File: src/rtl/lane_arbiter_mux.sv
// Four-lane round-robin merge with a burst-limited priority pointer and one registered output stage.
// Each word is tagged with its source lane so a downstream demux can route replies back.
module lane_arbiter_mux #(
  parameter int WIDTH     = 4,
  parameter int MAX_BURST = 2
) (
  input  logic             clk,
  input  logic             reset,
  input  logic [WIDTH-1:0] a_data,
  input  logic             a_valid,
  output logic             a_ready,
  input  logic [WIDTH-1:0] b_data,
  input  logic             b_valid,
  output logic             b_ready,
  input  logic [WIDTH-1:0] c_data,
  input  logic             c_valid,
  output logic             c_ready,
  input  logic [WIDTH-1:0] d_data,
  input  logic             d_valid,
  output logic             d_ready,
  output logic [WIDTH-1:0] out_data,
  output logic [1:0]       out_sel,
  output logic             out_valid,
  input  logic             out_ready
);
  localparam int CW = $clog2(MAX_BURST + 1);
  localparam logic [CW-1:0] BURST_MAX = CW'(MAX_BURST);

  logic [WIDTH-1:0] out_data_q, out_data_d;
  logic [1:0]       out_sel_q, out_sel_d;
  logic             out_valid_q, out_valid_d;
  logic [1:0]       ptr_q, ptr_d;
  logic [1:0]       last_q, last_d;
  logic [CW-1:0]    cnt_q, cnt_d, cnt_n;

  logic [3:0]       vld;
  logic [3:0]       rdy;
  logic [WIDTH-1:0] lane_dat [4];
  logic             load, any_vld, take;
  logic [1:0]       gnt, idx;

  assign vld         = {d_valid, c_valid, b_valid, a_valid};
  assign lane_dat[0] = a_data;
  assign lane_dat[1] = b_data;
  assign lane_dat[2] = c_data;
  assign lane_dat[3] = d_data;
  assign load        = !out_valid_q || out_ready;
  assign take        = !reset && load && any_vld;

  // Scan farthest-to-nearest so the valid lane closest to ptr overrides the rest.
  always_comb begin
    gnt     = ptr_q;
    any_vld = 1'b0;
    idx     = ptr_q;
    for (int i = 3; i >= 0; i--) begin
      idx = ptr_q + 2'(i);
      if (vld[idx]) begin
        gnt     = idx;
        any_vld = 1'b1;
      end
    end
  end

  always_comb begin
    rdy = 4'b0000;
    if (take) rdy[gnt] = 1'b1;
  end

  assign a_ready = rdy[0];
  assign b_ready = rdy[1];
  assign c_ready = rdy[2];
  assign d_ready = rdy[3];

  always_comb begin
    out_data_d  = out_data_q;
    out_sel_d   = out_sel_q;
    out_valid_d = out_valid_q;
    ptr_d       = ptr_q;
    cnt_d       = cnt_q;
    last_d      = last_q;
    cnt_n       = (gnt == last_q) ? cnt_q + CW'(1) : CW'(1);
    if (load) begin
      out_valid_d = any_vld;
      if (any_vld) begin
        out_data_d = lane_dat[gnt];
        out_sel_d  = gnt;
        last_d     = gnt;
        // Burst exhausted: hand priority to the next lane even if this one stays busy.
        if (cnt_n == BURST_MAX) begin
          ptr_d = gnt + 2'd1;
          cnt_d = '0;
        end else begin
          ptr_d = gnt;
          cnt_d = cnt_n;
        end
      end
    end
  end

  always_ff @(posedge clk) begin
    if (reset) begin
      out_data_q  <= '0;
      out_sel_q   <= 2'd0;
      out_valid_q <= 1'b0;
      ptr_q       <= 2'd0;
      cnt_q       <= '0;
      last_q      <= 2'd0;
    end else begin
      out_data_q  <= out_data_d;
      out_sel_q   <= out_sel_d;
      out_valid_q <= out_valid_d;
      ptr_q       <= ptr_d;
      cnt_q       <= cnt_d;
      last_q      <= last_d;
    end
  end

  assign out_data  = out_data_q;
  assign out_sel   = out_sel_q;
  assign out_valid = out_valid_q;
endmodule

File: config.mk
export PLATFORM = sky130hd
export DESIGN_NAME = lane_arbiter_mux
export DESIGN_NICKNAME = d
export VERILOG_FILES = /design/src/rtl/lane_arbiter_mux.sv
export SDC_FILE = /design/constraint.sdc
export NUM_CORES = 1
export LEC_CHECK = 0
export BUFFER_PORTS_ARGS = -buffer_cell sky130_fd_sc_hd__buf_4
export CELL_PAD_IN_SITES_DETAIL_PLACEMENT = 0
export CELL_PAD_IN_SITES_GLOBAL_PLACEMENT = 1
export CORE_MARGIN = 2
export CORE_UTILIZATION = 36
export CTS_CLUSTER_DIAMETER = 120
export DETAILED_ROUTE_END_ITERATION = 8
export PLACE_DENSITY_LB_ADDON = 0.3
export SETUP_SLACK_MARGIN = 0.15
export SLEW_MARGIN = 20
export SYNTH_ARGS = -nofsm -noshare
export SYNTH_HDL_FRONTEND = slang
export SYNTH_SLANG_ARGS = --single-unit
export TNS_END_PERCENT = 30
File: constraint.sdc
create_clock -name clk -period 5.2 [get_ports clk]
set_input_delay 1.04 -clock clk [delete_from_list [all_inputs] [get_ports clk]]
set_output_delay 1.04 -clock clk [all_outputs]
set_load 0.005 [all_outputs]
==> impl_metrics.env, run 1 <==
export IMPL_hold_viol=0
export IMPL_cts_num_sinks=11
export IMPL_postRouteAntennaNets=0
export IMPL_netlist_instances=100
export IMPL_grt_overflow=0
export IMPL_grt_max_degree=14
export IMPL_place_gp_congestion=0.785
export IMPL_relSlewSlack=0.561
export IMPL_wl_met2_um=1020
export IMPL_dominantRegCellSynth="sky130_fd_sc_hd__dfxtp_1"
export IMPL_rsz0062_at_grt="false"
export IMPL_cts_buffers_inserted=3
export IMPL_placementRows=17
export IMPL_dieWidth_um=52.8
export IMPL_worst_slack_ns=1.67
export IMPL_first_pass_grt_wire_length_um=3530
export IMPL_number_of_fill_cells=228
export IMPL_total_power_mw=0.296
export IMPL_synth_seq_cells=11
export IMPL_crit_path_start_kind="input port"
export IMPL_fin_util=0.511
export IMPL_boundaryPins=34
export IMPL_cts_hold_repair_buffers=0
export IMPL_cts_tree="yes"
export IMPL_initial_core_utilization=0.384
export IMPL_met3RoutedLength_um=156
export IMPL_cts_root_to_sink_buffers=2
export IMPL_dr_first_iter_drc_count=3
export IMPL_firstDrtPassIters=4
export IMPL_layout_worst_path_cycle_share=0.678
export IMPL_syn_area_um2=857
export IMPL_irDropWorstVdd_mv=0.129
export IMPL_cts_repair_resize_count=0
export IMPL_yosys_warnings=0
export IMPL_post_detailed_placement_half_perimeter_wirelength_um=1680
export IMPL_worst_slew_pin_transition_ns=0.656
export IMPL_post_place_ws_ns=1.67
export IMPL_top_layer_used="met4"
export IMPL_powerDensity_mw_per_mm2=259
export IMPL_via_count_of_the_first_global_routing_pass=820
export IMPL_crit_arrival_ns=2.49
export IMPL_netlist_cell_type_count=40
export IMPL_finish_instance_area_mm2=0.00114
export IMPL_endpoint_kind="output pin"
export IMPL_run_status="completed"
export IMPL_power_leakage_nw=0.551
export IMPL_synth_largest_type_area_fraction=0.257
export IMPL_die_height_um=52.8
export IMPL_number_of_diodes_added_for_antenna_fixing=0
export IMPL_ys_top_cells_by_area="sky130_fd_sc_hd__dfxtp_1 (26%), sky130_fd_sc_hd__mux2i_1 (9.3%), sky130_fd_sc_hd__ha_1 (5.8%)"
export IMPL_route_final_wire_length_um=2130
export IMPL_cts_htree_levels=1
export IMPL_clock_latency_ns=0.27
export IMPL_finalSetupTns_ns=0
export IMPL_areaGrowthSynthToFinish_pct=33.3
export IMPL_post_cts_repair_setup_buffers=0
export IMPL_dpl_cell_area_mm2=0.00112
export IMPL_hold_crit_class="reg -> reg"
export IMPL_yosysSeqAreaShare=0.257
export IMPL_port_buffers=33
export IMPL_finClkSkew_ns=0.000924
export IMPL_async_flop_share=0
export IMPL_synth_edf_count=0
export IMPL_postSynthNetCount=127
export IMPL_critPathRequiredTime_ns=4.16
export IMPL_antenna_found_initial=0
export IMPL_final_layout_size_suffix_gt1_frac=0.338
export IMPL_wirelength_met1_um=926
export IMPL_critPathKind="in -> out"
export IMPL_timing_fmax_mhz=284
export IMPL_total_count_of_max_transition_violations_in_the_final_report=0
export IMPL_finalSetupViolCount=0
export IMPL_maxCapViolations=0
export IMPL_clkSlewWorstSetupHoldPaths_ns=0.07
export IMPL_timing_critical_path_fanout_max=12
export IMPL_number_of_remaining_drc_errors=0
export IMPL_finish_net_count=161
export IMPL_clk_root_buffer_cell="sky130_fd_sc_hd__clkbuf_4"
export IMPL_synth_largest_area_cell="sky130_fd_sc_hd__dfxtp_1"
export IMPL_post_drt_via_cell_ratio=5.40
export IMPL_post_route_min_period_ns=3.53
export IMPL_detail_route_wl_per_cell_um=13.2
export IMPL_syn_mean_instance_area_um2=8.57
export IMPL_routed_via_count=870
export IMPL_design_core_area_mm2=0.00223
export IMPL_grt_usage=0.173
export IMPL_floorplan_die_area_mm2=0.00279
## synth_stat cells, drive strengths merged, types with 2 or more instances
| cell type | n |
|---|---|
| a211oi | 2 |
| a21o | 2 |
| a2bb2oi | 2 |
| a31oi | 2 |
| and3 | 5 |
| buf | 3 |
| clkbuf | 2 |
| dfxtp | 11 |
| ha | 4 |
| inv | 5 |
| mux2i | 8 |
| nand2 | 5 |
| nand3 | 7 |
| nor2 | 5 |
| nor2b | 6 |
| nor3 | 4 |
| nor4 | 2 |
| o211a | 2 |
| o211ai | 2 |
| o21ai | 4 |
| o221ai | 4 |
## worst max-delay path: stages
cell	delay, ns
sky130_fd_sc_hd__buf_4	0.13
sky130_fd_sc_hd__nor2b_1	0.13
sky130_fd_sc_hd__o21a_1	0.22
sky130_fd_sc_hd__nor3_2	0.16
sky130_fd_sc_hd__buf_4	0.23
sky130_fd_sc_hd__inv_1	0.10
sky130_fd_sc_hd__ha_1	0.20
sky130_fd_sc_hd__and3_1	0.14
sky130_fd_sc_hd__buf_4	0.13
## power breakdown
group	internal [mW]	leakage [nW]	total, mW	switching (mW)
registers	0.0962	0.0913	0.108	0.0118
clock network	0.0298	0.0150	0.0604	0.0307
logic	0.0655	0.445	0.127	0.0619
## state kept, by name, indices dropped and copies added (netlist names)
signal and cells:
out_valid 1, ptr_q 2, last_q 2, cnt_q 2
out_data 4
## per-layer routing
| layer | up-vias | track usage |
|---|---|---|
| met5 | - | 0 |
| li1 | 443 | - |
| met4 | 0 | 0.0769 |
| met1 | 393 | 0.212 |
| met3 | 2 | 0.0343 |
| met2 | 32 | 0.290 |
## cells in the final DEF, fill, tap and decap left out, types with 2 or more instances in the layout
master	count
sky130_fd_sc_hd__a211oi_1	2
sky130_fd_sc_hd__a21o_2	2
sky130_fd_sc_hd__a2bb2oi_1	2
sky130_fd_sc_hd__a31oi_1	2
sky130_fd_sc_hd__and3_1	5
sky130_fd_sc_hd__buf_4	34
sky130_fd_sc_hd__clkbuf_4	3
sky130_fd_sc_hd__dfxtp_1	11
sky130_fd_sc_hd__ha_1	4
sky130_fd_sc_hd__inv_1	5
sky130_fd_sc_hd__mux2i_1	8
sky130_fd_sc_hd__nand2_1	5
sky130_fd_sc_hd__nand3_1	6
sky130_fd_sc_hd__nor2_1	4
sky130_fd_sc_hd__nor2b_1	6
sky130_fd_sc_hd__nor3_1	3
sky130_fd_sc_hd__nor4_1	2
sky130_fd_sc_hd__o211a_1	2
sky130_fd_sc_hd__o211ai_1	2
sky130_fd_sc_hd__o21ai_0	3
sky130_fd_sc_hd__o221ai_1	4
## cells by family (layout without fill, tap and decap cells)
family	after synthesis	count (layout)	synth area share
AOI/OAI and AO/OA	27	27	0.251
adders and majority gates	4	4	0.0584
buffers and inverters	10	43	0.0584
DFF	11	11	0.257
muxes	8	8	0.0934
and+or+nand+nor	40	40	0.282
## path summary, 6_finish.rpt
| path | from | to | slack, ns | cells after the start |
|---|---|---|---|---|
| worst min register to register | cnt_q[1] | cnt_q[1] | 0.46 | 1 |
| worst max register to register | ptr_q[1] | ptr_q[1] | 3.25 | 7 |
| worst min-delay path | cnt_q[1] | cnt_q[1] | 0.46 | 1 |
| worst max-delay path | c_valid | a_ready | 1.67 | 9 |
## layout make-up
type	instances	area, µm²	area share
Multi-Input combinational cell	79	587	0.514
Tap cell	28	35.0	0.0307
Timing Repair Buffer	34	255	0.223
Sequential cell	11	220	0.193
Clock buffer	4	26.3	0.0230
Inverter	5	18.8	0.0164
## stage by stage
| stage | hold WS (ns) | instances |
|---|---|---|
| floorplan | 0.440 | 100 |
| global placement | 0.448 | 157 |
| detailed placement | 0.449 | 157 |
| CTS | 0.459 | 161 |
| global route | 0.484 | 161 |
| finish | 0.458 | 161 |
No activity file was read; power rests on OpenSTA's default activity.
==> run 2: changes to the inputs <==
- CORE_UTILIZATION: 36 -> 34
- clock period: 5.2 -> 3.3 ns (I/O delays scaled with it)
==> run 2 against run 1 <==
Clock-buffer cell count stayed put. Die area grew 5.4%. Sequential power rose by 57%. Design area grew 0.22%. Non-clock buffer count stayed put. Clock skew about the same. First-iteration DRC count rose to 6.7 times the previous value. Clock power increased by 57%. Highest routed layer is now met3.
==> impl_metrics.env, run 2 (synthesized netlist as in run 1, its figures left out) <==
export IMPL_run_status="completed"
export IMPL_cp_top_family="buffers and inverters"
export IMPL_place_gp_congestion=0.743
export IMPL_routed_via_count=879
export IMPL_critPathRequiredTime_ns=2.64
export IMPL_flip_flop_count_of_the_largest_register_all_copies_and_words_added=4
export IMPL_clkSlewWorstSetupHoldPaths_ns=0.08
export IMPL_cp_num_buf_inv=3
export IMPL_grt_usage=0.155
export IMPL_firstDrtPassIters=4
export IMPL_crit_arrival_ns=2.05
export IMPL_postRouteAntennaNets=0
export IMPL_total_count_of_max_transition_violations_in_the_final_report=0
export IMPL_via_count_of_the_first_global_routing_pass=817
export IMPL_critPathKind="in -> out"
export IMPL_antenna_found_initial=0
export IMPL_cts_hold_repair_buffers=0
export IMPL_crit_path_start_kind="input port"
export IMPL_cts_tree="yes"
export IMPL_maxCapViolations=0
export IMPL_power_leakage_nw=0.551
export IMPL_timing_critical_path_fanout_max=11
export IMPL_cp_slowest_stage_delay_ns=0.41
export IMPL_critical_path_slowest_cell="sky130_fd_sc_hd__a211oi_1"
export IMPL_fin_util=0.471
export IMPL_post_detailed_placement_half_perimeter_wirelength_um=1650
export IMPL_rsz0062_at_grt="false"
export IMPL_dieWidth_um=54.2
export IMPL_cts_htree_levels=1
export IMPL_crit_path_cell_trace="buf_4, nor2_1, a211oi_1, nor3_2, buf_4, ha_1, and3_1, buf_4"
export IMPL_grt_max_degree=14
export IMPL_grt_overflow=0
export IMPL_initial_core_utilization=0.352
export IMPL_clock_latency_ns=0.26
export IMPL_detail_route_wl_per_cell_um=13.3
export IMPL_layout_commonest_cell="sky130_fd_sc_hd__buf_4"
export IMPL_finalSetupViolCount=0
export IMPL_post_drt_via_cell_ratio=5.39
export IMPL_cts_root_to_sink_buffers=2
export IMPL_port_buffers=33
export IMPL_dr_first_iter_drc_count=20
export IMPL_worst_slew_pin_transition_ns=0.673
export IMPL_endpoint_kind="output pin"
export IMPL_cts_num_sinks=11
export IMPL_design_core_area_mm2=0.00243
export IMPL_relSlewSlack=0.550
export IMPL_powerDensity_mw_per_mm2=407
export IMPL_most_used_cell_cp="sky130_fd_sc_hd__buf_4"
export IMPL_finalSetupTns_ns=0
export IMPL_cts_repair_resize_count=0
export IMPL_dpl_cell_area_mm2=0.00112
export IMPL_finish_net_count=161
export IMPL_final_layout_size_suffix_gt1_frac=0.338
export IMPL_hold_slack_ns=0.465
export IMPL_finClkSkew_ns=0.000610
export IMPL_post_route_min_period_ns=2.71
export IMPL_floorplan_die_area_mm2=0.00294
export IMPL_hold_viol=0
export IMPL_number_of_diodes_added_for_antenna_fixing=0
export IMPL_finish_instance_area_mm2=0.00114
export IMPL_highest_count_cells_in_the_layout_ignoring_fill_and_taps="sky130_fd_sc_hd__buf_4 (34), sky130_fd_sc_hd__dfxtp_1 (11), sky130_fd_sc_hd__mux2i_1 (8)"
export IMPL_number_of_remaining_drc_errors=0
export IMPL_placementRows=18
export IMPL_irDropWorstVdd_mv=0.241
export IMPL_timing_fmax_mhz=369
export IMPL_clk_root_buffer_cell="sky130_fd_sc_hd__clkbuf_4"
export IMPL_first_pass_grt_wire_length_um=3380
export IMPL_hold_crit_class="reg -> reg"
export IMPL_die_height_um=54.2
export IMPL_route_final_wire_length_um=2170
export IMPL_post_cts_repair_setup_buffers=0
export IMPL_cts_buffers_inserted=3
export IMPL_areaGrowthSynthToFinish_pct=33.6
export IMPL_boundaryPins=34
export IMPL_layout_worst_path_cycle_share=0.822
run 2: layout make-up:
cell class | instances | area [µm²]
Clock buffer | 4 | 26.3
Timing Repair Buffer | 34 | 255
Sequential cell | 11 | 220
Inverter | 5 | 18.8
Tap cell | 30 | 37.5
Fill cell | 256 | 1290
Multi-Input combinational cell | 79 | 587
run 2: metrics by stage:
step	cells	setup WS (ns)	power, mW
detailed placement	159	0.609	0.373
floorplan	100	0.791	0.301
global placement	159	0.628	0.372
global route	163	0.476	0.504
CTS	163	0.596	0.471
finish	163	0.589	0.466
run 2: where the power goes:
group	switching [mW]	internal [mW]	total (mW)
Clock	0.0479	0.0467	0.0946
Sequential	0.0187	0.152	0.170
Combinational	0.0979	0.103	0.201
Total	0.165	0.301	0.466
run 2: layer usage:
metal / vias to the layer above / share of wire / wire length, µm / global-route usage
li1: 443 / - / - / -
met1: 416 / 0.46 / 1000 / 0.193
met3: 0 / 0.042 / 90 / 0.0250
met2: 20 / 0.50 / 1080 / 0.275
met5: - / 0 / 0 / 0
met4: 0 / 0 / 0 / 0.0375
run 2: worst paths after layout:
| kind | start | endpoint | slack (ns) | depth (start not counted) |
|---|---|---|---|---|
| setup / recovery | a_valid | d_ready | 0.59 | 8 |
| hold / removal | cnt_q[1] | cnt_q[1] | 0.47 | 1 |
| setup reg to reg | ptr_q[1] | ptr_q[1] | 1.39 | 7 |
| hold reg to reg | cnt_q[1] | cnt_q[1] | 0.47 | 1 |
run 2: worst reg2reg max path, cell delays in order, from the launching register on:
cell,delay [ns]
sky130_fd_sc_hd__dfxtp_1,0.46
sky130_fd_sc_hd__nor3b_2,0.21
sky130_fd_sc_hd__a2bb2oi_1,0.27
sky130_fd_sc_hd__o21ai_1,0.19
sky130_fd_sc_hd__inv_1,0.14
sky130_fd_sc_hd__ha_1,0.24
sky130_fd_sc_hd__nor3_1,0.19
sky130_fd_sc_hd__a2bb2oi_1,0.09
